<file path="src/rtl/rc5_iter_core_if.sv">
// Block, result and round-key port bundle for rc5_iter_core.
// The master drives the block and key inputs; the slave is the core.
interface rc5_iter_core_if #(
    parameter int W = 32,
    parameter int R = 12
);
    localparam int NK  = 2 * R + 2;
    localparam int KAW = $clog2(NK);

    logic           mode;
    logic           in_valid;
    logic           in_ready;
    logic [2*W-1:0] din;
    logic           out_valid;
    logic           out_ready;
    logic [2*W-1:0] dout;
    logic           key_we;
    logic [KAW-1:0] key_addr;
    logic [W-1:0]   key_data;
    logic           key_wr_err;
    logic           busy;

    modport master (
        output mode, in_valid, din, out_ready, key_we, key_addr, key_data,
        input  in_ready, out_valid, dout, key_wr_err, busy
    );

    modport slave (
        input  mode, in_valid, din, out_ready, key_we, key_addr, key_data,
        output in_ready, out_valid, dout, key_wr_err, busy
    );
endinterface

</file>
<file path="src/rtl/rc5_iter_core.sv">
// Iterative RC5 encrypt/decrypt core: one full round per clock.
// The round-key table is loaded externally through the key port.
module rc5_iter_core #(
    parameter int W = 32,
    parameter int R = 12
) (
    input  logic            clk,
    input  logic            rst,
    rc5_iter_core_if.slave  bus
);
    localparam int LGW = $clog2(W);
    localparam int NK  = 2 * R + 2;
    localparam int KAW = $clog2(NK);

    localparam logic [KAW:0]   NK_LIM = (KAW + 1)'(NK);
    localparam logic [KAW-1:0] I_LAST = KAW'(R);
    localparam logic [KAW-1:0] I_ONE  = KAW'(1);

    localparam logic [2:0] IDLE     = 3'd0;
    localparam logic [2:0] WHITEN   = 3'd1;
    localparam logic [2:0] ROUND    = 3'd2;
    localparam logic [2:0] UNWHITEN = 3'd3;
    localparam logic [2:0] OUT      = 3'd4;

    logic [2:0]     state;
    logic [W-1:0]   a;
    logic [W-1:0]   b;
    logic [KAW-1:0] i;
    logic           dec;
    logic           ready_en;
    logic           err;
    logic [W-1:0]   s [NK];

    logic           accept_ok;
    logic [KAW-1:0] k_even;
    logic [KAW-1:0] k_odd;
    logic [W-1:0]   s_even;
    logic [W-1:0]   s_odd;
    logic [W-1:0]   a_enc;
    logic [W-1:0]   b_enc;
    logic [W-1:0]   a_dec;
    logic [W-1:0]   b_dec;

    // {x,x} shifted keeps the wrapped-around bits in the selected half
    function automatic logic [W-1:0] rotl(input logic [W-1:0] x, input logic [LGW-1:0] n);
        return W'(({x, x} << n) >> W);
    endfunction

    function automatic logic [W-1:0] rotr(input logic [W-1:0] x, input logic [LGW-1:0] n);
        return W'({x, x} >> n);
    endfunction

    // ready_en keeps in_ready low until the first edge after reset release
    assign accept_ok = ready_en && (state == IDLE) && !bus.key_we;

    assign k_even = {i[KAW-2:0], 1'b0};
    assign k_odd  = {i[KAW-2:0], 1'b1};
    assign s_even = s[k_even];
    assign s_odd  = s[k_odd];

    assign a_enc = rotl(a ^ b, b[LGW-1:0]) + s_even;
    assign b_enc = rotl(b ^ a_enc, a_enc[LGW-1:0]) + s_odd;
    assign b_dec = rotr(b - s_odd, a[LGW-1:0]) ^ a;
    assign a_dec = rotr(a - s_even, b_dec[LGW-1:0]) ^ b_dec;

    always_ff @(posedge clk or negedge rst) begin
        if (!rst) begin
            state    <= IDLE;
            a        <= '0;
            b        <= '0;
            i        <= '0;
            dec      <= 1'b0;
            ready_en <= 1'b0;
            err      <= 1'b0;
            for (int k = 0; k < NK; k++) s[k] <= '0;
        end else begin
            ready_en <= 1'b1;
            err      <= 1'b0;
            if (bus.key_we) begin
                if (state == IDLE && {1'b0, bus.key_addr} < NK_LIM)
                    s[bus.key_addr] <= bus.key_data;
                else
                    err <= 1'b1;
            end
            case (state)
                IDLE: begin
                    if (bus.in_valid && accept_ok) begin
                        a   <= bus.din[W-1:0];
                        b   <= bus.din[2*W-1:W];
                        dec <= bus.mode;
                        if (bus.mode) begin
                            state <= ROUND;
                            i     <= I_LAST;
                        end else begin
                            state <= WHITEN;
                            i     <= I_ONE;
                        end
                    end
                end
                WHITEN: begin
                    a     <= a + s[0];
                    b     <= b + s[1];
                    state <= ROUND;
                end
                ROUND: begin
                    if (!dec) begin
                        a <= a_enc;
                        b <= b_enc;
                        if (i == I_LAST) state <= OUT;
                        else             i     <= i + I_ONE;
                    end else begin
                        a <= a_dec;
                        b <= b_dec;
                        if (i == I_ONE) state <= UNWHITEN;
                        else            i     <= i - I_ONE;
                    end
                end
                UNWHITEN: begin
                    b     <= b - s[1];
                    a     <= a - s[0];
                    state <= OUT;
                end
                OUT: begin
                    if (bus.out_ready) state <= IDLE;
                end
                default: state <= IDLE;
            endcase
        end
    end

    assign bus.in_ready   = accept_ok;
    assign bus.out_valid  = (state == OUT);
    assign bus.dout       = (state == OUT) ? {b, a} : '0;
    assign bus.busy       = (state != IDLE);
    assign bus.key_wr_err = err;
endmodule

</file>
<file path="src/flat_wrapper.sv">
// flat-port wrapper written by rule: the top's interface ports become plain ports
module rc5_iter_core_flat 
#(
    parameter int W = 32,
    parameter int R = 12
)
  (clk, rst, bus_mode, bus_in_valid, bus_din, bus_out_ready, bus_key_we, bus_key_addr, bus_key_data, bus_in_ready, bus_out_valid, bus_dout, bus_key_wr_err, bus_busy);
  rc5_iter_core_if #(.W(W), .R(R)) bus_i ();
  input  logic clk;
  input  logic rst;
  input wire logic [$bits(bus_i.mode)-1:0] bus_mode;
  input wire logic [$bits(bus_i.in_valid)-1:0] bus_in_valid;
  input wire logic [$bits(bus_i.din)-1:0] bus_din;
  input wire logic [$bits(bus_i.out_ready)-1:0] bus_out_ready;
  input wire logic [$bits(bus_i.key_we)-1:0] bus_key_we;
  input wire logic [$bits(bus_i.key_addr)-1:0] bus_key_addr;
  input wire logic [$bits(bus_i.key_data)-1:0] bus_key_data;
  output wire logic [$bits(bus_i.in_ready)-1:0] bus_in_ready;
  output wire logic [$bits(bus_i.out_valid)-1:0] bus_out_valid;
  output wire logic [$bits(bus_i.dout)-1:0] bus_dout;
  output wire logic [$bits(bus_i.key_wr_err)-1:0] bus_key_wr_err;
  output wire logic [$bits(bus_i.busy)-1:0] bus_busy;
  assign bus_i.mode = bus_mode;
  assign bus_i.in_valid = bus_in_valid;
  assign bus_i.din = bus_din;
  assign bus_i.out_ready = bus_out_ready;
  assign bus_i.key_we = bus_key_we;
  assign bus_i.key_addr = bus_key_addr;
  assign bus_i.key_data = bus_key_data;
  assign bus_in_ready = bus_i.in_ready;
  assign bus_out_valid = bus_i.out_valid;
  assign bus_dout = bus_i.dout;
  assign bus_key_wr_err = bus_i.key_wr_err;
  assign bus_busy = bus_i.busy;
  rc5_iter_core #(.W(W), .R(R)) u_core (.clk(clk), .rst(rst), .bus(bus_i));
endmodule
</file>
<file path="config.mk">
export PLATFORM = sky130hd
export DESIGN_NAME = rc5_iter_core_flat
export DESIGN_NICKNAME = d
export VERILOG_FILES = /design/src/rtl/rc5_iter_core_if.sv /design/src/rtl/rc5_iter_core.sv /design/src/flat_wrapper.sv
export SDC_FILE = /design/constraint.sdc
export NUM_CORES = 2
export LEC_CHECK = 0
export ABC_CLOCK_PERIOD_IN_PS = 22900
export CORE_MARGIN = 2
export CORE_UTILIZATION = 35
export DETAILED_ROUTE_END_ITERATION = 12
export DONT_BUFFER_PORTS = 1
export SYNTH_ARGS = -nofsm -noshare
export SYNTH_HDL_FRONTEND = slang
export SYNTH_SLANG_ARGS = --single-unit
</file>
<file path="constraint.sdc">
create_clock -name clk -period 22.9 [get_ports clk]
set_clock_uncertainty 0.1 [all_clocks]
set_input_delay 0 -clock clk [delete_from_list [all_inputs] [get_ports clk]]
set_output_delay 0 -clock clk [all_outputs]
set_load 0.01 [all_outputs]
</file>
Word level (Yosys, flattened, before mapping):

Cells that the tools add are included.

* register bits after elaboration: 907
* bits in latches: 0
* bits in writable memories: 0
* bits in read-only memories: 0
* input port bits: 107
* output and inout bits: 68
* word-level logic and storage cells: 117
* memories kept: 0

* add/subtract/negate cells: 10
* $mul: 0
* div/mod/pow operators: 0
* order comparisons: 5
* equal/unequal tests: 12
* shift operators: 4
* multiplexer cells: 31
* bitwise logic cells: 7
* reductions and logical operators: 15

Operators with widths (number)
* 832-bit bitwise mux: 1
* 32-bit binary-select mux with 5-bit select: 2
* 32-bit two-way mux: 9
* 32-bit one-hot mux with 4 select lines: 2
* 32-bit demux with 5-bit select: 1
* 32-bit adder: 4
* 64-bit by 5-bit left shift with 64-bit output: 2
* 64-bit by 5-bit right shift with 32-bit output: 2
* 32-bit subtractor: 4
* 32-bit bitwise XOR: 4
* 64-bit two-way mux: 1
* 5-bit two-way mux: 4
* 6-bit greater-or-equal comparator, second input constant: 3
* 5-bit NOT with 6-bit output: 3
* 3-bit two-way mux: 5
* 3-bit one-hot mux with 5 select lines: 1
* 5-bit one-hot mux with 2 select lines: 1
* 4-bit AND reduction: 2
* 3-bit by 2-bit equality test with 1-bit output, second input constant: 2
* 6-bit by 1-bit less-than comparator with 1-bit output, second input constant: 1
* 3-bit != test, second input constant: 2
* 2-bit AND reduction: 3
* 5-bit by 1-bit adder with 5-bit output, second input constant: 1
* 5-bit by 1-bit equality test with 1-bit output, second input constant: 1
* other kinds (17): 23

Logic depth before layout (Yosys ltp):

* depth in word-level cells: 11
* depth in mapped cells: 50
* mapped depth without buffers: 45

Worst setup path after synthesis:

Ideal clock, no wire load.

* path type: register to register
* from: reg u_core.a[0]
* to: reg u_core.b[31]
* library setup time: 0.130 ns
* arrival: 10.623 ns
* data required time: 22.670 ns
* path slack: 12.047 ns
* cell stages (with the launch flop): 48
* path buffers: 9
* period minus slack after synthesis: 10.853 ns
* cell sequence: dfrtp_1 > clkbuf_1 > buf_2 > buf_2 > buf_1 > buf_2 > buf_1 > clkbuf_1 > buf_1 > mux2i_1 > mux2i_1 > nor2_1 > a21oi_1 > mux4_2 > ha_1 > clkbuf_1 > nand3_1 > a31oi_1 > [... 12 more ...] > mux2i_1 > ha_1 > a21o_1 > a21o_1 > a2111oi_0 > o31ai_1 > o31ai_1 > o211ai_1 > a41o_1 > o41ai_1 > o2111ai_1 > a21oi_1 > o21ai_0 > o21a_1 > o41ai_1 > xor2_1 > xnor2_1 > o21ai_1

* word-level cells in the longest chain between the ends: 8
* elaborated cells on any way between the ends: 10
* classes of those cells: add/sub (2); shift (3); mux (2); bitwise (3)

Ends and longest elaborated chain
* from (decl): line rc5_iter_core.sv:26 `logic [W-1:0] a;`
* from (signal assigned): line rc5_iter_core.sv:88 `a <= bus.din[W-1:0];`
* from (signal assigned): line rc5_iter_core.sv:101 `a <= a + s[0];`
* from (signal assigned): line rc5_iter_core.sv:107 `a <= a_enc;`
* 32-bit bitwise XOR: line rc5_iter_core.sv:61 `assign a_enc = rotl(a ^ b, b[LGW-1:0]) + s_even;`
* 64-bit by 5-bit left shift with 64-bit output: line rc5_iter_core.sv:46 `return W'(({x, x} << n) >> W);`
* 32-bit adder: line rc5_iter_core.sv:61
* 32-bit bitwise XOR: line rc5_iter_core.sv:62 `assign b_enc = rotl(b ^ a_enc, a_enc[LGW-1:0]) + s_odd;`
* 64-bit by 5-bit left shift with 64-bit output: line rc5_iter_core.sv:46
* 32-bit adder: line rc5_iter_core.sv:62
* 32-bit two-way mux *: line rc5_iter_core.sv:106 `if (!dec) begin`
* 32-bit one-hot mux with 4 select lines *: line rc5_iter_core.sv:85 `case (state)`
* to (signal assigned): line rc5_iter_core.sv:89 `b <= bus.din[2*W-1:W];`
* to (signal assigned): line rc5_iter_core.sv:102 `b <= b + s[1];`
* to (signal assigned): line rc5_iter_core.sv:108 `b <= b_enc;`
* to (decl): line rc5_iter_core.sv:27 `logic [W-1:0] b;`

Every way passes the cells marked *; elsewhere a longest branch is shown, timed or not.
A chain may end at the register's enable or synchronous reset.

Worst setup path in the final report:

* from: reg u_core.i[0]
* to: reg u_core.b[25]

* word-level cells in the longest chain between the ends: 10
* elaborated cells on any way between the ends: 17
* classes of those cells: add/sub (3); shift (2); mux (8); bitwise (4)

Ends and longest elaborated chain
* from (decl): line rc5_iter_core.sv:28 `logic [KAW-1:0] i;`
* from (signal assigned): line rc5_iter_core.sv:110 `else i <= i + I_ONE;`
* from (signal assigned): line rc5_iter_core.sv:115 `else i <= i - I_ONE;`
* 5-bit NOT with 6-bit output (not written as such): line rc5_iter_core.sv:58 `assign s_even = s[k_even];`
* 32-bit binary-select mux with 5-bit select: line rc5_iter_core.sv:58
* 32-bit two-way mux (not written as such) (2 in a row): line rc5_iter_core.sv:58
* 32-bit adder: line rc5_iter_core.sv:61
* 32-bit bitwise XOR: line rc5_iter_core.sv:62
* 64-bit by 5-bit left shift with 64-bit output: line rc5_iter_core.sv:46
* 32-bit adder: line rc5_iter_core.sv:62
* 32-bit two-way mux *: line rc5_iter_core.sv:106
* 32-bit one-hot mux with 4 select lines *: line rc5_iter_core.sv:85

Every way passes the cells marked *; elsewhere a longest branch is shown, timed or not. The select of a mux whose other input is x is not followed.

==> summary.md <==
| Metric | Value |
|---|---|
| Top-count cell post-synth | `dfrtp_1` |
| Nets | `6477` |
| GRT Residual Overflow | `0` |
| Setup Viol. Count Final | `0` |
| Setup Fix Bufs, Post-CTS | `0` |
| Final WL | `266000 um` |
| Slack of the critical path | `10.57 ns` |
| Top cell type's share of synthesized area | `35.3%` |
| Hpwl dp | `193000 um` |
| Via count | `53300` |
| Largest net degree at the start of global routing | `908` |
| Primary FF master, synth | `dfrtp_1` |
| Hold Crit Class | `input port to flop` |
| Max Cap Viol | `0` |
| Final slew viol count | `0` |
| Yosys warning count | `0` |
| Share of layout cells above drive strength 1 | `25.7%` |
| Cell taking the most area after synthesis | `dfrtp_1` |
| Root Driver | `clkbuf_16` |
| Cts bufs inserted | `97` |
| Mux contribution to synthesized area | `27.0%` |
| Peak Freq | `0.0811 GHz` |
| Mapped cell area | `64300 um^2` |
| Slew HR | `16.1%` |
| Final Hold Viols | `0` |
| Unrepaired setup endpoints after global routing | `no` |
| Grt peak-use layer | `met2` |
| Routed vias/inst | `6.11` |
| Core area | `183000 um^2` |
| Crit Path Class | `flop to flop` |
| Status | `finished, final reports clean` |
| CP peak stage delay | `0.84 ns` |
| Asr flop ratio synth | `100%` |
| Final antenna-violating net count | `0` |
| Post-synthesis simple-gate area fraction | `10.3%` |
| Synth Area in Compound Gates | `15.1%` |
| First-pass GRT wire length | `375000 um` |
| Setup TNS | `0 ns` |
| Layout fillers | `17800` |
| Horiz. Die Dim | `433 um` |
| GRT Util Overall | `27.7%` |
| Ranking of synthesized cells by area | `dfrtp_1 35%, mux2_2 15%, mux4_2 7.9%` |
| Synthesized Nets | `6519` |
| Area growth, synth to finish | `12.3%` |
| GR Util met2 | `43.9%` |
| Synth Area in Adders | `4.02%` |
| Syn avg cell area | `10.4 um^2` |
| Met1 usage | `36.2%` |
| Initial DRC count | `5490` |
| Post-route cell area | `72200 um^2` |
| Placed cell areas | `67000 um^2` |
| Post-Synth XOR/XNOR Area | `4.40%` |
| Vias in the first global route | `50300` |
| Final Util | `39.5%` |
| Die Height | `433 um` |
| Synth cell types | `124` |
| Cts repair resizes | `0` |
| Crit Path Max Fanout | `45` |
| Avg WL per Cell | `30.5 um` |
| PortBufs | `0` |
| Type of destination of the critical path | `flop` |
| Rows | `157` |
| Cts hold-fix bufs | `153` |
| H-tree depth | `3` |
| Critical path's slowest cell | `buf_4` |
| Synth cell count leaders | `907 x dfrtp_1, 880 x mux2_2, 444 x nand2_1` |
| Placer Congestion | `1.04` |
| Startpoint types | `flop` |
| Post-route DRC | `0` |
| CTS tree | `built` |
| Initial antenna violation count | `36` |
| Clock Sinks | `907` |
| Die area | `187000 um^2` |
| Initial Utilization | `35.2%` |
| Combinational family with the most area after synthesis | `multiplexers` |
| Critical Path AT | `12.82 ns` |
| CP Data Required Time | `23.39 ns` |
| Max Buffers Root-to-Sink | `3` |
| IO Count | `175` |
| Clock slew at reported path FFs | `0.06 ns` |
| Synthesis-stage register bit count | `907` |
| Crit-path most repeated cell | `a21o_1` |
| Worst Tran Pin Value | `1.25 ns` |
| Grt met3 use | `3.97%` |
| Period utilisation layout | `53.8%` |
| EDFF count, synth | `0` |
| Drt first pass iters | `6` |
| Mapped Cells | `6209` |
| Clock Latency Late Sink | `0.73 ns` |
| Pre-CTS setup slack | `10.71 ns` |
| Tmin final | `12.33 ns` |
| Register area share after synthesis | `35.3%` |
[final timing paths]
check	start	to	slack [ns]	cells past startpoint
setup / recovery	u_core.i[0]$_DFFE_PN0P_	u_core.b[25]$_DFFE_PN0P_	10.57	38
hold / removal	bus_key_addr[3]	u_core.s[620]$_DFFE_PN0P_	0.01	4
setup reg to reg	u_core.i[0]$_DFFE_PN0P_	u_core.b[25]$_DFFE_PN0P_	10.57	38
hold reg to reg	u_core.s[197]$_DFFE_PN0P_	u_core.s[197]$_DFFE_PN0P_	0.40	1
max in group asynchronous	rst	u_core.i[0]$_DFFE_PN0P_	19.43	7
min in group asynchronous	rst	u_core.s[681]$_DFFE_PN0P_	0.33	4
[placed cells by master (no fill, tap or decap), types with 135 or more instances in the layout]
cell type and instances:
mux4_2 227, mux2i_1 231, nand2_1 436, nor2_1 364, inv_1 154, xnor2_1 193
mux2_2 880, a21oi_1 380, buf_4 164, ha_1 197, dlygate4sd3_1 135, o21ai_0 248
dfrtp_1 897
[sequential cells by signal, indices dropped and copies added (netlist names)]
name	count
u_core.ready_en	1
u_core.i	5
u_core.b	32
u_core.state	3
u_core.dec	1
u_core.s	832
u_core.a	32
u_core.bus.key_wr_err	1
[per-stage QoR]
stage,hold WS [ns],cells
after CTS,0.00117,8692
final,0.0136,8716
after global placement,-0.329,8370
after detailed placement,-0.332,8370
after global routing,0.0237,8706
after floorplan,-0.396,6209
[layer usage]
layer / vias to the layer above / share of wire (%)
met3: 561 / 7.0
met5: - / 0.014
met4: 6 / 6.5
met2: 2379 / 46
met1: 27300 / 41
li1: 23000 / -
[critical path, delay by kind of cell (launching register included)]
family	cells	cell delay (ns)
muxes	3	1.07
xor gates and xnor gates	2	0.52
buffers and inverters	2	1.44
adders and majority gates	3	1.13
DFF	1	0.81
and+or+nand+nor	4	0.44
AOI/OAI and AO/OA	24	6.65
[kinds of logic (layout without fill, tap and decap cells)]
logic type | after synthesis | in the layout
xor+xnor | 320 | 320
buf+inv | 627 | 655
mux | 1341 | 1341
fa+ha+maj | 203 | 203
flops | 907 | 907
other cells | 1 | 16
compound gates | 1428 | 1428
simple gates | 1382 | 1382
[layout make-up]
cell class | count | area [um^2] | share of cell area, %
inverters | 160 | 604 | 0.837
flip-flops and latches | 907 | 22700 | 31.5
well taps | 2464 | 3080 | 4.27
clock inverters | 29 | 398 | 0.551
multi-input cells | 4675 | 39400 | 54.6
clock buffers | 140 | 2780 | 3.85
repair buffers | 326 | 3180 | 4.40
diodes | 15 | 37.5 | 0.0520
Power is not shown: default switching activity piles up to over one toggle a cycle in this logic, so the estimate is an artifact.
